## config.mk

```make
export PLATFORM = sky130hd
export DESIGN_NAME = delay_chain_sensor_flat
export DESIGN_NICKNAME = d
export VERILOG_FILES = /design/src/rtl/delay_sensor_pkg.sv /design/src/rtl/delay_chain_sensor_if.sv /design/src/rtl/delay_tap_chain.sv /design/src/rtl/delay_chain_sensor.sv /design/src/flat_wrapper.sv
export SDC_FILE = /design/constraint.sdc
export NUM_CORES = 1
export LEC_CHECK = 0
export CORE_ASPECT_RATIO = 1.1
export CORE_MARGIN = 5
export CORE_UTILIZATION = 35
export DETAILED_ROUTE_END_ITERATION = 8
export PLACE_DENSITY_LB_ADDON = 0.12
export SLEW_MARGIN = 40
export SYNTH_ARGS = -nofsm -noshare
export SYNTH_HDL_FRONTEND = slang
export SYNTH_SLANG_ARGS = --single-unit
```

## constraint.sdc

```tcl
create_clock -name clk -period 2.4 [get_ports clk]
set_input_delay 0.24 -clock clk [delete_from_list [all_inputs] [get_ports clk]]
set_output_delay 0.24 -clock clk [all_outputs]
set_load 0.005 [all_outputs]
```

## src/rtl/delay_sensor_pkg.sv

```systemverilog
// Shared types and defaults for the delay-chain timing sensor.
package delay_sensor_pkg;
  localparam int CHAIN_LEN_DEF  = 20;
  localparam int SETTLE_CYC_DEF = 4;

  typedef enum logic [2:0] {
    IDLE    = 3'd0,
    SETTLE  = 3'd1,
    LAUNCH  = 3'd2,
    CAPTURE = 3'd3,
    ENCODE  = 3'd4,
    VALID   = 3'd5
  } sensorState_t;
endpackage

```

## src/rtl/delay_chain_sensor_if.sv

```systemverilog
// Request/result bundle between the delay-chain sensor and its consumer.
interface delay_chain_sensor_if
  import delay_sensor_pkg::*;
#(
  parameter int CNT_W = $clog2(CHAIN_LEN_DEF + 1)
);
  logic             start;
  logic             contMode;
  logic             measReady;
  logic             measValid;
  logic [CNT_W-1:0] measCount;
  logic             measSat;
  logic             busy;

  modport master (input start, contMode, measReady,
                  output measValid, measCount, measSat, busy);
  modport slave  (output start, contMode, measReady,
                  input measValid, measCount, measSat, busy);
endinterface

```

## src/rtl/delay_tap_chain.sv

```systemverilog
// Chain of inverting stages; every stage output is exposed as a tap.
module delay_tap_chain #(
  parameter int CHAIN_LEN = 20
) (
  input  logic                 chainIn,
  output logic [CHAIN_LEN-1:0] taps
);
  for (genvar i = 0; i < CHAIN_LEN; i++) begin : gStage
    // Each stage is a distinct kept net so the inverters survive optimisation.
    (* keep = "true", dont_touch = "true" *) logic stg;
    if (i == 0) begin : gFirst
      assign stg = ~chainIn;
    end else begin : gRest
      assign stg = ~gStage[i-1].stg;
    end
    assign taps[i] = stg;
  end
endmodule

```

## src/rtl/delay_chain_sensor.sv

```systemverilog
// Launches an edge into an inverter chain, captures one clock later, reports stages crossed.
// Optional min/max statistics enabled with DELAY_CHAIN_SENSOR_MINMAX_EN.
module delay_chain_sensor
  import delay_sensor_pkg::*;
#(
  parameter int CHAIN_LEN  = CHAIN_LEN_DEF,
  parameter int SETTLE_CYC = SETTLE_CYC_DEF,
  parameter int CNT_W      = $clog2(CHAIN_LEN + 1)
) (
  input  logic                     clk,
  input  logic                     rstN,
  delay_chain_sensor_if.master     bus
`ifdef DELAY_CHAIN_SENSOR_MINMAX_EN
  ,
  input  logic                     statClear,
  output logic [CNT_W-1:0]         minCount,
  output logic [CNT_W-1:0]         maxCount
`endif
);
  localparam int SW = (SETTLE_CYC > 1) ? $clog2(SETTLE_CYC) : 1;

  sensorState_t         state, nextState;
  logic                 launch;
  logic [SW-1:0]        settleCnt;
  logic [CHAIN_LEN-1:0] taps, nVec, capVec;
  logic [CNT_W-1:0]     popCnt, measCount;
  logic                 measSat;
  logic                 handshake;

  delay_tap_chain #(.CHAIN_LEN(CHAIN_LEN)) uChain (
    .chainIn (launch),
    .taps    (taps)
  );

  // Undo the alternating inversion so every settled tap reads as the launch level.
  always_comb begin
    nVec = '0;
    for (int i = 0; i < CHAIN_LEN; i++) nVec[i] = taps[i] ^ (i % 2 == 0);
  end

  // Population count tolerates bubbles in the captured thermometer code.
  always_comb begin
    popCnt = '0;
    for (int i = 0; i < CHAIN_LEN; i++) popCnt = popCnt + CNT_W'(capVec[i]);
  end

  assign handshake = (state == VALID) && bus.measReady;

  always_ff @(posedge clk) begin
    if (!rstN) state <= IDLE;
    else       state <= nextState;
  end

  always_comb begin
    nextState = state;
    unique case (state)
      IDLE:    if (bus.start || bus.contMode) nextState = SETTLE;
      SETTLE:  if (settleCnt == SW'(SETTLE_CYC - 1)) nextState = LAUNCH;
      LAUNCH:  nextState = CAPTURE;
      CAPTURE: nextState = ENCODE;
      ENCODE:  nextState = VALID;
      VALID:   if (bus.measReady) nextState = bus.contMode ? SETTLE : IDLE;
      default: nextState = IDLE;
    endcase
  end

  always_ff @(posedge clk) begin
    if (!rstN) begin
      launch    <= 1'b0;
      settleCnt <= '0;
      capVec    <= '0;
      measCount <= '0;
      measSat   <= 1'b0;
    end else begin
      // Launch level stays high until the result is consumed, low again for the next settle.
      launch    <= (nextState == LAUNCH) || (nextState == CAPTURE) ||
                   (nextState == ENCODE) || (nextState == VALID);
      settleCnt <= (state == SETTLE && nextState == SETTLE) ? settleCnt + 1'b1 : '0;
      if (state == LAUNCH) capVec <= nVec;
      if (state == ENCODE) begin
        measCount <= popCnt;
        measSat   <= (popCnt == CNT_W'(CHAIN_LEN));
      end
    end
  end

  assign bus.measValid = (state == VALID);
  assign bus.measCount = measCount;
  assign bus.measSat   = measSat;
  assign bus.busy      = (state != IDLE);

`ifdef DELAY_CHAIN_SENSOR_MINMAX_EN
  always_ff @(posedge clk) begin
    if (!rstN || statClear) begin
      minCount <= CNT_W'(CHAIN_LEN);
      maxCount <= '0;
    end else if (handshake) begin
      if (measCount < minCount) minCount <= measCount;
      if (measCount > maxCount) maxCount <= measCount;
    end
  end
`endif
endmodule

```

## src/flat_wrapper.sv

```systemverilog
// flat-port wrapper written by rule: the top's interface ports become plain ports
module delay_chain_sensor_flat import delay_sensor_pkg::*;
#(
  parameter int CHAIN_LEN  = CHAIN_LEN_DEF,
  parameter int SETTLE_CYC = SETTLE_CYC_DEF,
  parameter int CNT_W      = $clog2(CHAIN_LEN + 1)
)
  (clk, rstN, bus_start, bus_contMode, bus_measReady, bus_measValid, bus_measCount, bus_measSat, bus_busy);
  delay_chain_sensor_if #(.CNT_W(CNT_W)) bus_i ();
  input  logic clk;
  input  logic rstN;
  input wire logic [$bits(bus_i.start)-1:0] bus_start;
  input wire logic [$bits(bus_i.contMode)-1:0] bus_contMode;
  input wire logic [$bits(bus_i.measReady)-1:0] bus_measReady;
  output wire logic [$bits(bus_i.measValid)-1:0] bus_measValid;
  output wire logic [$bits(bus_i.measCount)-1:0] bus_measCount;
  output wire logic [$bits(bus_i.measSat)-1:0] bus_measSat;
  output wire logic [$bits(bus_i.busy)-1:0] bus_busy;
  assign bus_i.start = bus_start;
  assign bus_i.contMode = bus_contMode;
  assign bus_i.measReady = bus_measReady;
  assign bus_measValid = bus_i.measValid;
  assign bus_measCount = bus_i.measCount;
  assign bus_measSat = bus_i.measSat;
  assign bus_busy = bus_i.busy;
  delay_chain_sensor #(.CHAIN_LEN(CHAIN_LEN), .SETTLE_CYC(SETTLE_CYC), .CNT_W(CNT_W)) u_core (.clk(clk), .rstN(rstN), .bus(bus_i));
endmodule
```

# [After elaboration in Yosys (flattened, before gate mapping)]
# Cells that the tools add are included.
[word_totals] latchBits=0 memories=0 mem_bits_ro=0 ramBits=0 output_inout_bits=8 register_bits=13 word_cells=52
[op_classes] n_lt_le_gt_ge=0 multipliers=0 n_reduce_logical=8 n_eq_ne=12 addsub=20 n_bitwise=1 n_mux=5 div_mod_pow=0 shifts=0
[ops] op="adder 5 x 1 -> 5 bit" count=17
[ops] op="one-hot mux 3 bit (6 select lines)" count=1
[ops] op="== test 3 x 2 -> 1 bit (second input constant)" count=4
[ops] op="== test 3 bit (second input constant)" count=4
[ops] op="two-way mux 3 bit" count=3
[ops] op="== test 3 x 1 -> 1 bit (second input constant)" count=2
[ops] op="== test 5 bit (second input constant)" count=1
[ops] op="logical OR 1 bit" count=4
[ops] op="adder 2 x 1 -> 3 bit" count=1
[ops] op="logical NOT 3 bit" count=1
[ops] op="nonzero test 3 bit" count=1
[ops] op="adder 1 x 1 -> 2 bit" count=1
[ops] op="adder 2 x 1 -> 2 bit (second input constant)" count=1
[ops] op="== test 2 bit (second input constant)" count=1
[ops] op="AND reduction 2 bit" count=1
[ops] op="logical AND 1 bit" count=1
[ops] op="two-way mux 1 bit" count=1
[ops] op="inverter 1 bit" count=1

# [Longest topological paths before layout]
# Gate-level depths: netlist of the first run.
[depth] ltp_word=20 depth_mapped=4

# [By module]
# From an unflattened synthesis of the first run, not the netlist that was laid out.
[hier_totals] hier_cells=227 area_unflattened_um2=2043.2
[modules_own_cells] mod="delay_chain_sensor" seq_area_each_um2=640.6 cells_each=187 area_each_um2=1746.7 n_inst=1
[modules_own_cells] mod="delay_tap_chain" seq_area_each_um2=0.0 cells_each=40 area_each_um2=296.5 n_inst=1

# [Worst setup path after synthesis of the first run]
# OpenSTA, ideal clock, no wires.
[synth_path] path_kind="reg2reg" from="reg u_core.state[0]" to="reg u_core.state[0]" path_stages_with_launch=4 arrival_ns=0.833 slack_ns=1.444 setup_time_ns=0.123 n_path_buf=1 period_less_slack_ns=0.956 required_time_ns=2.277 path_cell_list="dfxtp_1 buf_6 o41ai_1 o21ai_1"
[synth_via] elab_chain_len=2 word_cells_on_any_way=10 cone_classes="eq/ne: 5; mux: 4; reduce/logical: 1"
[synth_rtl] item="start: declaration" line_no="delay_chain_sensor.sv:22" source="sensorState_t state, nextState;"
[synth_rtl] item="start signal: assignment" line_no="delay_chain_sensor.sv:51" source="else state <= nextState;"
[synth_rtl] item="== test 3 bit, or another cell as far along" line_no="delay_chain_sensor.sv:56" source="unique case (state)"
[synth_rtl] item="one-hot mux 3 bit (6 select lines) (*)" line_no="delay_chain_sensor.sv:56"
# Mark *: on every way between the ends. The rest lies on a longest branch, timed or not.
# A chain may end at the register's enable or synchronous reset.

# [Worst setup path in the final report of the first run]
[layout_path] from="reg u_core.state[0]" to="out bus_busy"
[layout_via] elab_chain_len=1
[layout_rtl] item="nonzero test 3 bit" line_no="delay_chain_sensor.sv:90" source="assign bus.busy = (state != IDLE);"
[layout_rtl] item="end: declaration" line_no="flat_wrapper.sv:18" source="output wire logic [$bits(bus_i.busy)-1:0] bus_busy;"
# No other way between the ends.

==> parameters.txt, run 1 <==
Parameter                              Value

Status
  Result of the run ... finished, final reports clean

Timing
  Setup TNS after final layout ... 0 ps
  Unrepaired setup endpoints after global routing ... no
  Layout Skew ... 4.60 ps
  Fin crit period ... between 1500 and 2000 ps
  Fin crit share ... 0.727
  Final Max Slew Viols ... 0
  Number of endpoints with negative hold slack in the final report ... 0
  Final setup fails ... 0
  Max Fclk ... around 570 MHz

Worst setup path
  Critical path arrival ... roughly 1500 ps
  Data required, critical path ... 2160 ps
  Delay of the slowest cell on the worst path ... 550 ps
  Critical path class ... reg2out
  CP Max Fanout ... 11
  WP buf/inv ... 1
  Setup slack on the worst flop-to-flop path ... between 1000 and 1500 ps
  Slowest stage cell on the critical path ... dfxtp_1
  Nature of the critical path endpoint ... output pin
  Cell-by-cell trace of the critical path ... nor2_1 > nand2_1 > clkdlybuf4s50_1
  Worst path top cell family by delay ... flip-flops
  Category of the worst setup path launch point ... register

Cells and area
  Post-layout instance count excluding filler cells ... 69
  Leading cell types in the layout, fill and taps excluded ... clkdlybuf4s50_1 (9), dfxtp_1 (8), nand2_1 (5)
  Area growth, synth to finish ... 20.5%
  Count of nets after finishing ... 62
  Share of post-route cells with drive strength above 1 ... 0.0926
  Total inserted antenna cells ... 0
  Most common cell after layout, fill and taps aside ... clkdlybuf4s50_1
  Post-route design area ... roughly 500 µm²

Clock network
  Hold-fix buffers at CTS ... 0
  Worst-path clk slew ... around 60 ps
  PostCTS Resize Cnt ... 0
  Latest clock arrival within the worst-skew pair ... roughly 260 ps
  Bufs on Longest Clock Path ... 2
  Clock tree from TritonCTS ... yes
  Total CTS buffers ... 3
  TritonCTS sink count ... 8
  Master cell of the clock root buffer ... clkbuf_4
  # H-tree levels ... 1
  Buffers inserted by post-CTS timing repair ... 0

Placed design
  Cells after DPL ... between 60 and 70
  Cell Area, Placed ... 477 µm²
  Number of I/O port buffers ... 9
  Placed wire-length estimate after detailed placement ... roughly 540 µm
  Placer's final routability congestion estimate ... 0.809

Detailed routing
  Residual DRC ... 0
  Average routed wire per standard cell ... a little over 10 µm
  Total wire length ... about 700 µm
  Detailed router's first-iteration violation count ... 11
  Total via count after detailed routing ... around 330
  Number of vias per cell ... around 4.7
  Detailed Routing Iterations Pass 1 ... 4
  Detail Route Antenna Nets ... 0

Floorplan
  Total core area ... roughly 0.0012 mm²
  Number of rows created at floorplan ... 13
  Top-level port count ... 13
  Effective utilization at floorplan ... 0.359
  Total Die Area ... around 0.0020 mm²
  Vert. Die Dim ... between 40 and 50 µm
  Horizontal extent of the die ... approximately 43 µm

Logic synthesis
  Synth warnings ... 0
  Mapped Cells ... 47
  Cell area after synthesis ... roughly 410 µm²
  Syn avg cell area ... between 8 and 9 µm²

Hold path
  Class of the tightest hold or removal check ... reg2reg

GRT
  Via count of the first global-routing pass ... 290
  Antenna violations before repair ... 0
  Gr ovfl total ... 0
  Total track usage ... 0.0767
  Largest net degree at the start of global routing ... 12
  Wire length of the first global-routing pass ... 1050 µm

Power and ir drop
  VDD IR-drop max ... ~0.22 mV
  Static Leakage ... about 0.18 nW
  Power per cell area ... 541 mW/mm²

Job
  Number of maximum-capacitance violations ... 0
-- registers in the layout, indices dropped and copies added (netlist names) --
| register | cells |
|---|---|
| u_core.bus.measCount | 1 |
| u_core.capVec | 1 |
| u_core.launch | 1 |
| u_core.settleCnt | 2 |
| u_core.state | 3 |
-- worst paths after layout --
check / endpoint / startpoint / cells after the start
setup / recovery: bus_busy / u_core.state[0] / 3
hold / removal: u_core.settleCnt[0] / u_core.settleCnt[0] / 1
setup reg to reg: u_core.capVec[0] / u_core.state[1] / 3
hold reg to reg: u_core.settleCnt[0] / u_core.settleCnt[0] / 1
-- stage by stage --
stage | hold slack [ps] | power [mW] | setup slack, ps | util
global placement | 416 | 0.166 | 956 | 0.413
CTS | 436 | 0.273 | 656 | 0.432
detailed placement | 428 | 0.166 | 950 | 0.413
finish | 435 | 0.270 | 655 | 0.432
floorplan | 368 | 0.160 | 1440 | -
global route | 454 | 0.280 | 577 | 0.432
-- report_power, final --
group | switching, mW | leakage (nW) | internal (mW)
Combinational | 0.00903 | 0.106 | 0.0135
Sequential | 0.00492 | 0.0651 | 0.136
Clock | 0.0489 | 0.0138 | 0.0574
-- area by class of cell --
type	count	area [µm²]
Multi-Input combinational cell	32	200
Tap cell	15	18.8
Clock buffer	3	22.5
Timing Repair Buffer	9	90.1
Inverter	2	7.51
Sequential cell	8	160
Fill cell	113	656
-- routing by layer --
| layer | routed length [µm] | part of all wire | GRT usage |
|---|---|---|---|
| met5 | 0 | 0 | 0 |
| met4 | 23 | 0.032 | 0.0932 |
| met3 | 70 | 0.098 | 0.0273 |
| met2 | 279 | 0.39 | 0.108 |
| met1 | 336 | 0.47 | 0.0820 |
(Power assumes the default switching activity.)
==> run 2: changes to the inputs <==
==> constraint.sdc (replaced) <==
create_clock -name clk -period 1.6 [get_ports clk]
set_input_delay 0.16 -clock clk [delete_from_list [all_inputs] [get_ports clk]]
set_output_delay 0.16 -clock clk [all_outputs]
set_load 0.005 [all_outputs]
==> run 2 against run 1 <==
Compared with the run above: clock skew is 3.9 ps lower; routed wire length rose by 10%; critical path depth stayed put; global-route usage up 1.7 points; largest cell class unchanged; highest routed layer unchanged.
==> parameters.txt, run 2 (synthesized netlist as in run 1, its figures left out) <==
Parameter                              Value

Cells and area
  Most common cell after layout, fill and taps aside ... clkdlybuf4s50_1
  Count of nets after finishing ... 63 (+1.6%)
  Share of post-route cells with drive strength above 1 ... 0.145 (+0.0529)
  Post-layout instance count excluding filler cells ... 70 (+1.4%)
  Largest registers ... u_core.state: 3 flops, u_core.settleCnt: 2 flops
  Area growth, synth to finish ... 23.3%
  Leading cell types in the layout, fill and taps excluded ... clkdlybuf4s50_1 (9), dfxtp_1 (7), nand2_1 (5)
  Total inserted antenna cells ... 0 (unchanged)
  Flip-flop count of the largest register, all copies and words added ... 3 (unchanged)
  Largest reg by FF count ... u_core.state
  Total of fill cells in the finished design ... 109 (-3.5%)

Timing
  Unrepaired setup endpoints after global routing ... no
  Setup TNS after final layout ... 0 ps (unchanged)
  Fin crit share ... 0.972
  Final Max Slew Viols ... 0 (unchanged)
  Fin crit period ... 1560 ps
  Max Fclk ... around 640 MHz
  Final setup fails ... 0 (unchanged)
  Layout Skew ... 0.743 ps (-3.86 ps)
  Number of endpoints with negative hold slack in the final report ... 0 (unchanged)

Placed design
  Cells after DPL ... 67 (+1.5%)
  Number of I/O port buffers ... 9 (unchanged)
  Placer's final routability congestion estimate ... 0.777 (-3.9%)
  Placed wire-length estimate after detailed placement ... 558 µm (+2.4%)

GRT
  Antenna violations before repair ... 0 (unchanged)
  Gr ovfl total ... 0 (unchanged)
  Via count of the first global-routing pass ... 315 (+8.6%)
  Total track usage ... 0.0939 (+0.0172)
  Wire length of the first global-routing pass ... 1280 µm (+22%)
  Largest net degree at the start of global routing ... 12 (unchanged)

Detailed routing
  Total via count after detailed routing ... 336 (+3.4%)
  Number of vias per cell ... 4.80 (+1.9%)
  Residual DRC ... 0 (unchanged)
  Detail Route Antenna Nets ... 0 (unchanged)
  Detailed router's first-iteration violation count ... 4 (-7)
  Average routed wire per standard cell ... 11.2 µm (+8.7%)
  Detailed Routing Iterations Pass 1 ... 2 (-2)
  Total wire length ... 784 µm (+10%)

Clock network
  Master cell of the clock root buffer ... clkbuf_4
  Hold-fix buffers at CTS ... 0 (unchanged)
  Total CTS buffers ... 3 (unchanged)
  Clock tree from TritonCTS ... yes
  Bufs on Longest Clock Path ... 2 (unchanged)
  Latest clock arrival within the worst-skew pair ... 260 ps (about the same)
  # H-tree levels ... 1 (unchanged)
  TritonCTS sink count ... 8 (unchanged)
  Worst-path clk slew ... 50 ps (about the same)

Worst setup path
  Nature of the critical path endpoint ... output pin
  Critical path arrival ... 1400 ps (-110 ps)
  Category of the worst setup path launch point ... register
  CP Max Fanout ... 11 (unchanged)
  Critical path class ... reg2out
  Data required, critical path ... 1440 ps (-720 ps)

Power and ir drop
  Switching power ... 0.0901 mW (+43%)
  Static Leakage ... 0.191 nW (+3.3%)
  Proportion of power drawn by flip-flops and latches ... 0.517 (-0.005)
  Switching part of the total ... 0.225 (-0.00825)
  Power per cell area ... 785 mW/mm² (+45%)
  VDD IR-drop max ... 0.322 mV (+44%)
  Cell-internal power ... 0.311 mW (+50%)
  Comb power frac ... 0.099 (+0.016)
  Clk network pwr share ... 0.384 (-0.010)

Floorplan
  Total core area ... 0.00115 mm² (unchanged)
  Top-level port count ... 13 (unchanged)
  Total Die Area ... 0.00197 mm² (unchanged)
  Horizontal extent of the die ... 42.8 µm (unchanged)
  Vert. Die Dim ... 46.1 µm (unchanged)
  Effective utilization at floorplan ... 0.359 (unchanged)
  Number of rows created at floorplan ... 13 (unchanged)

Job
  Number of maximum-capacitance violations ... 0 (unchanged)

Hold path
  Class of the tightest hold or removal check ... reg2reg

Status
  Result of the run ... finished, final reports clean
==> run 2: changes by cell type in the layout (fill, tap and decap cells not counted) <==
cell     before  now
buf_4         0    1
dfxtp_1       8    7
dfxtp_4       0    1
inv_1         2    1
inv_2         0    1
==> run 2: final timing paths <==
check / startpoint / endpoint / cells after the start / slack, ps
worst min register to register: u_core.settleCnt[0] / u_core.settleCnt[0] / 1 / 440
worst max register to register: u_core.state[0] / u_core.capVec[0] / 4 / 460
worst min-delay path: u_core.settleCnt[0] / u_core.settleCnt[0] / 1 / 440
worst max-delay path: u_core.state[1] / bus_measValid / 3 / 40
==> run 2: power groups by stage <==
| stage | logic [mW] | clock network [mW] | registers (mW) |
|---|---|---|---|
| after floorplan | 0.0295 | 0 | 0.210 |
| after global placement | 0.0392 | 0 | 0.213 |
| after global routing | 0.0442 | 0.168 | 0.207 |
| final | 0.0398 | 0.154 | 0.207 |
| after CTS | 0.0397 | 0.163 | 0.208 |
| after detailed placement | 0.0392 | 0 | 0.212 |
==> run 2: metal layers <==
metal,wire [µm],track usage
met5,0,0
met4,36,0.112
met3,60,0.0273
met2,352,0.138
met1,336,0.100
==> run 2: layout make-up <==
cell class	count	area (µm²)	share of cell area
tap	15	18.8	0.0368
inverter	2	7.51	0.0147
sequential	8	164	0.321
clock buffer	3	22.5	0.0441
timing repair buffer	10	97.6	0.191
multi-input combinational	32	200	0.392
==> run 2: repair_timing <==
action                                  CTS  global route
endpoints found under the setup margin    2             1
resized for setup                         1             2
buffers inserted                          0             0
==> run 2: critical path: stages, from the launching register on <==
cell and delay [ps]:
dfxtp_4 370, nand2b_4 150, nor2_1 100, clkdlybuf4s50_1 510
==> run 2: through the flow <==
step / instance area (µm²) / setup slack, ps / util / hold slack (ps) / total power [mW]
CTS: 508 / 23.6 / 0.440 / 429 / 0.411
detailed placement: 484 / 275 / 0.419 / 421 / 0.252
floorplan: 422 / 644 / - / 288 / 0.240
global placement: 484 / 273 / 0.419 / 429 / 0.252
finish: 510 / 44.0 / 0.442 / 435 / 0.401
global route: 510 / 3.20 / 0.442 / 453 / 0.420
==> run 3: changes to the inputs <==
--- a/config.mk
+++ b/config.mk
@@ -13,4 +13,5 @@
 export SLEW_MARGIN = 40
 export SYNTH_ARGS = -nofsm -noshare
 export SYNTH_HDL_FRONTEND = slang
+export SYNTH_HIERARCHICAL = 1
 export SYNTH_SLANG_ARGS = --single-unit
==> run 3 against run 2 <==
Compared with the run above: largest power group unchanged; highest routed layer unchanged; final cell count grew to 4.1 times the previous value; the run now ends with negative setup slack left; non-clock buffer count grew 12; combinational power grew 60%; critical endpoint is now u_core/bus.measSat; first-iteration DRC count grew to 6.3 times the previous value.
==> parameters.txt, run 3 <==
Parameter                              Value

Worst setup path
  Worst r2r dst ... u_core/bus.measSat
  Critical path class ... reg2reg
  Startpoint of the lowest-slack register-to-register path ... u_core/capVec[3]
  Delay of the slowest cell on the worst path ... 550 ps (+40 ps)
  Worst setup path startpoint ... u_core/capVec[3]
  Category of the worst setup path launch point ... register
  Slowest stage cell on the critical path ... fa_2
  Nature of the critical path endpoint ... register
  Cell with the most instances on the worst path ... fa_1
  Cell-by-cell trace of the critical path ... fa_1 > inv_2 > fa_1 > fa_1 > fa_1 > fa_1 > inv_2 > ha_4 > inv_2 > fa_2 > nand3_1 > nor3_2 > a31o_2
  Critical path arrival ... 4290 ps (+2890 ps)
  Setup slack on the worst flop-to-flop path ... -2460 ps (-2920 ps)
  Crit path capture ... u_core/bus.measSat
  Cell depth of the worst flop-to-flop path ... 13 (+9)
  CP Max Fanout ... 2 (-9)
  Data required, critical path ... 1830 ps (+390 ps)

Placed design
  Pre-CTS setup slack ... -2530 ps (-2800 ps)
  Number of I/O port buffers ... 12 (+3)
  Cell Area, Placed ... 0.00201 mm² (+310%)
  Placer's final routability congestion estimate ... 0.729 (-6.2%)
  Placed wire-length estimate after detailed placement ... 2540 µm (+350%)

Timing
  Fin crit share ... 2.54 (+1.57)
  Max transition margin ... 0.652
  Unrepaired setup endpoints after global routing ... yes
  Transition time at the pin with the least slew margin ... 521 ps
  Number of endpoints with negative hold slack in the final report ... 0 (unchanged)
  Final Max Slew Viols ... 0 (unchanged)
  Final setup slack of the worst path ... -2460 ps (-2500 ps)
  Max Fclk ... 246 MHz (-62%)
  WHS ... 426 ps (-9.04 ps)
  Fin crit period ... 4060 ps (+2500 ps)
  Final setup fails ... 6 (+6)
  Layout Skew ... 5.14 ps (+4.39 ps)

Detailed routing
  Number of vias per cell ... 4.51 (-6.1%)
  Total wire length ... 3450 µm (+340%)
  Average routed wire per standard cell ... 12.1 µm (+8.0%)
  Residual DRC ... 0 (unchanged)
  Detailed router's first-iteration violation count ... 25 (+21)
  Detailed Routing Iterations Pass 1 ... 4 (+2)
  Detail Route Antenna Nets ... 0 (unchanged)
  Total via count after detailed routing ... 1,285 (+280%)

Clock network
  Clock tree from TritonCTS ... yes
  Total CTS buffers ... 5 (+2)
  TritonCTS sink count ... 32 (+24)
  # H-tree levels ... 2 (+1)
  Bufs on Longest Clock Path ... 2 (unchanged)
  Latest clock arrival within the worst-skew pair ... 280 ps (+20 ps)
  Worst-path clk slew ... 70 ps (+20 ps)
  Master cell of the clock root buffer ... clkbuf_8

GRT
  Antenna violations before repair ... 0 (unchanged)
  Gr ovfl total ... 0 (unchanged)
  Via count of the first global-routing pass ... 1,364 (+330%)
  Wire length of the first global-routing pass ... 6150 µm (+380%)
  Total track usage ... 0.114 (+0.0200)
  Largest net degree at the start of global routing ... 31 (+19)

Power and ir drop
  Power, Total ... 1.63 mW (+310%)
  Static Leakage ... 0.827 nW (+330%)
  Power per cell area ... 739 mW/mm² (-5.9%)
  VDD IR-drop max ... 0.279 mV (-13%)

Cells and area
  Total of fill cells in the finished design ... 560 (+410%)
  Most common cell after layout, fill and taps aside ... dfxtp_1
  Total inserted antenna cells ... 0 (unchanged)
  Count of nets after finishing ... 236 (+270%)
  Largest reg by FF count ... u_core/capVec
  Post-route design area ... 0.00220 mm² (+330%)
  Leading cell types in the layout, fill and taps excluded ... dfxtp_1 (25), inv_1 (23), nand2_1 (22), nor2_1 (19), a21oi_1 (16)
  Flip-flop count of the largest register, all copies and words added ... 20 (+17)
  Share of post-route cells with drive strength above 1 ... 0.252 (+0.107)
  Largest registers ... u_core/capVec: 20 flops, u_core/bus.measCount: 5 flops, u_core/state: 3 flops
  Area growth, synth to finish ... 15.8%
  Core occupancy in the finished layout ... 0.413 (-0.0287)

Logic synthesis
  Synth warnings ... 6 (+6)
  Cell area after synthesis ... 0.00190 mm² (+360%)
  Syn avg cell area ... 9.14 µm² (+3.7%)
  Mapped Cells ... 208 (+340%)
  Synthesized Nets ... 235

Floorplan
  Total core area ... 0.00533 mm² (+360%)
  Effective utilization at floorplan ... 0.357 (-0.00170)
  Top-level port count ... 13 (unchanged)
  Horizontal extent of the die ... 80.3 µm (+88%)
  Total Die Area ... 0.00701 mm² (+260%)
  Number of rows created at floorplan ... 28 (+15)
  Vert. Die Dim ... 87.3 µm (+89%)

Status
  Result of the run ... finished with violations
  Violated checks ... negative setup slack

Job
  Number of maximum-capacitance violations ... 0 (unchanged)

Hold path
  Class of the tightest hold or removal check ... reg2reg
## run 3: report_power, final
| group | internal [mW] | total (mW) | switching (mW) |
|---|---|---|---|
| clock | 0.462 | 0.758 | 0.296 |
| combinational | 0.0266 | 0.0637 | 0.0371 |
| sequential | 0.800 | 0.804 | 0.00418 |
| total | 1.29 | 1.63 | 0.338 |
## run 3: routing by layer
metal	global-route usage	wire, µm	vias up
li1	-	-	649
met1	0.129	1450	617
met2	0.198	1840	12
met3	0.0352	99	7
met4	0.0461	60	0
met5	0	0	-
## run 3: final cells by class
class / instances / area, µm² / area share
clock buffers: 6 / 72.6 / 0.0330
clock inverters: 2 / 35.0 / 0.0159
inverters: 28 / 105 / 0.0478
multi-input cells: 120 / 1030 / 0.468
flip-flops and latches: 32 / 652 / 0.296
well taps: 75 / 93.8 / 0.0426
repair buffers: 22 / 213 / 0.0966
## run 3: repair_timing
| item | in CTS | in global routing |
|---|---|---|
| pin swaps | 11 | 3 |
| hold buffers | 0 | 0 |
| gates resized for setup | 18 | 8 |
| setup buffers | 2 | 1 |
| setup endpoints to repair | 8 | 7 |
## run 3: per-stage QoR
step                      cells  setup TNS [ps]
after floorplan             208          -12610
after global placement      276          -13360
after detailed placement    276          -13730
final                       285          -13440
after global routing        285          -14310
after CTS                   285          -13540
## run 3: worst min-delay path by stage
stage / start / end / slack [ps] / cells past startpoint
after CTS: u_core/settleCnt[0] / u_core/settleCnt[0] / 430 / 1
after detailed placement: u_core/settleCnt[0] / u_core/settleCnt[0] / 420 / 1
after global routing: u_core/settleCnt[0] / u_core/settleCnt[0] / 440 / 1
after global placement: u_core/settleCnt[0] / u_core/settleCnt[0] / 410 / 1
final: u_core/settleCnt[0] / u_core/settleCnt[0] / 430 / 1
after floorplan: rstN / u_core/bus.measCount[3] / 300 / 2
## run 3: critical path, delay by kind of cell (launching register included)
kind | cells | cell delay [ps]
AO/OA/AOI/OAI | 1 | 160
adder cells (fa/ha/maj) | 7 | 3090
buffers and inverters | 3 | 150
flip-flops | 1 | 330
AND/OR/NAND/NOR | 2 | 270
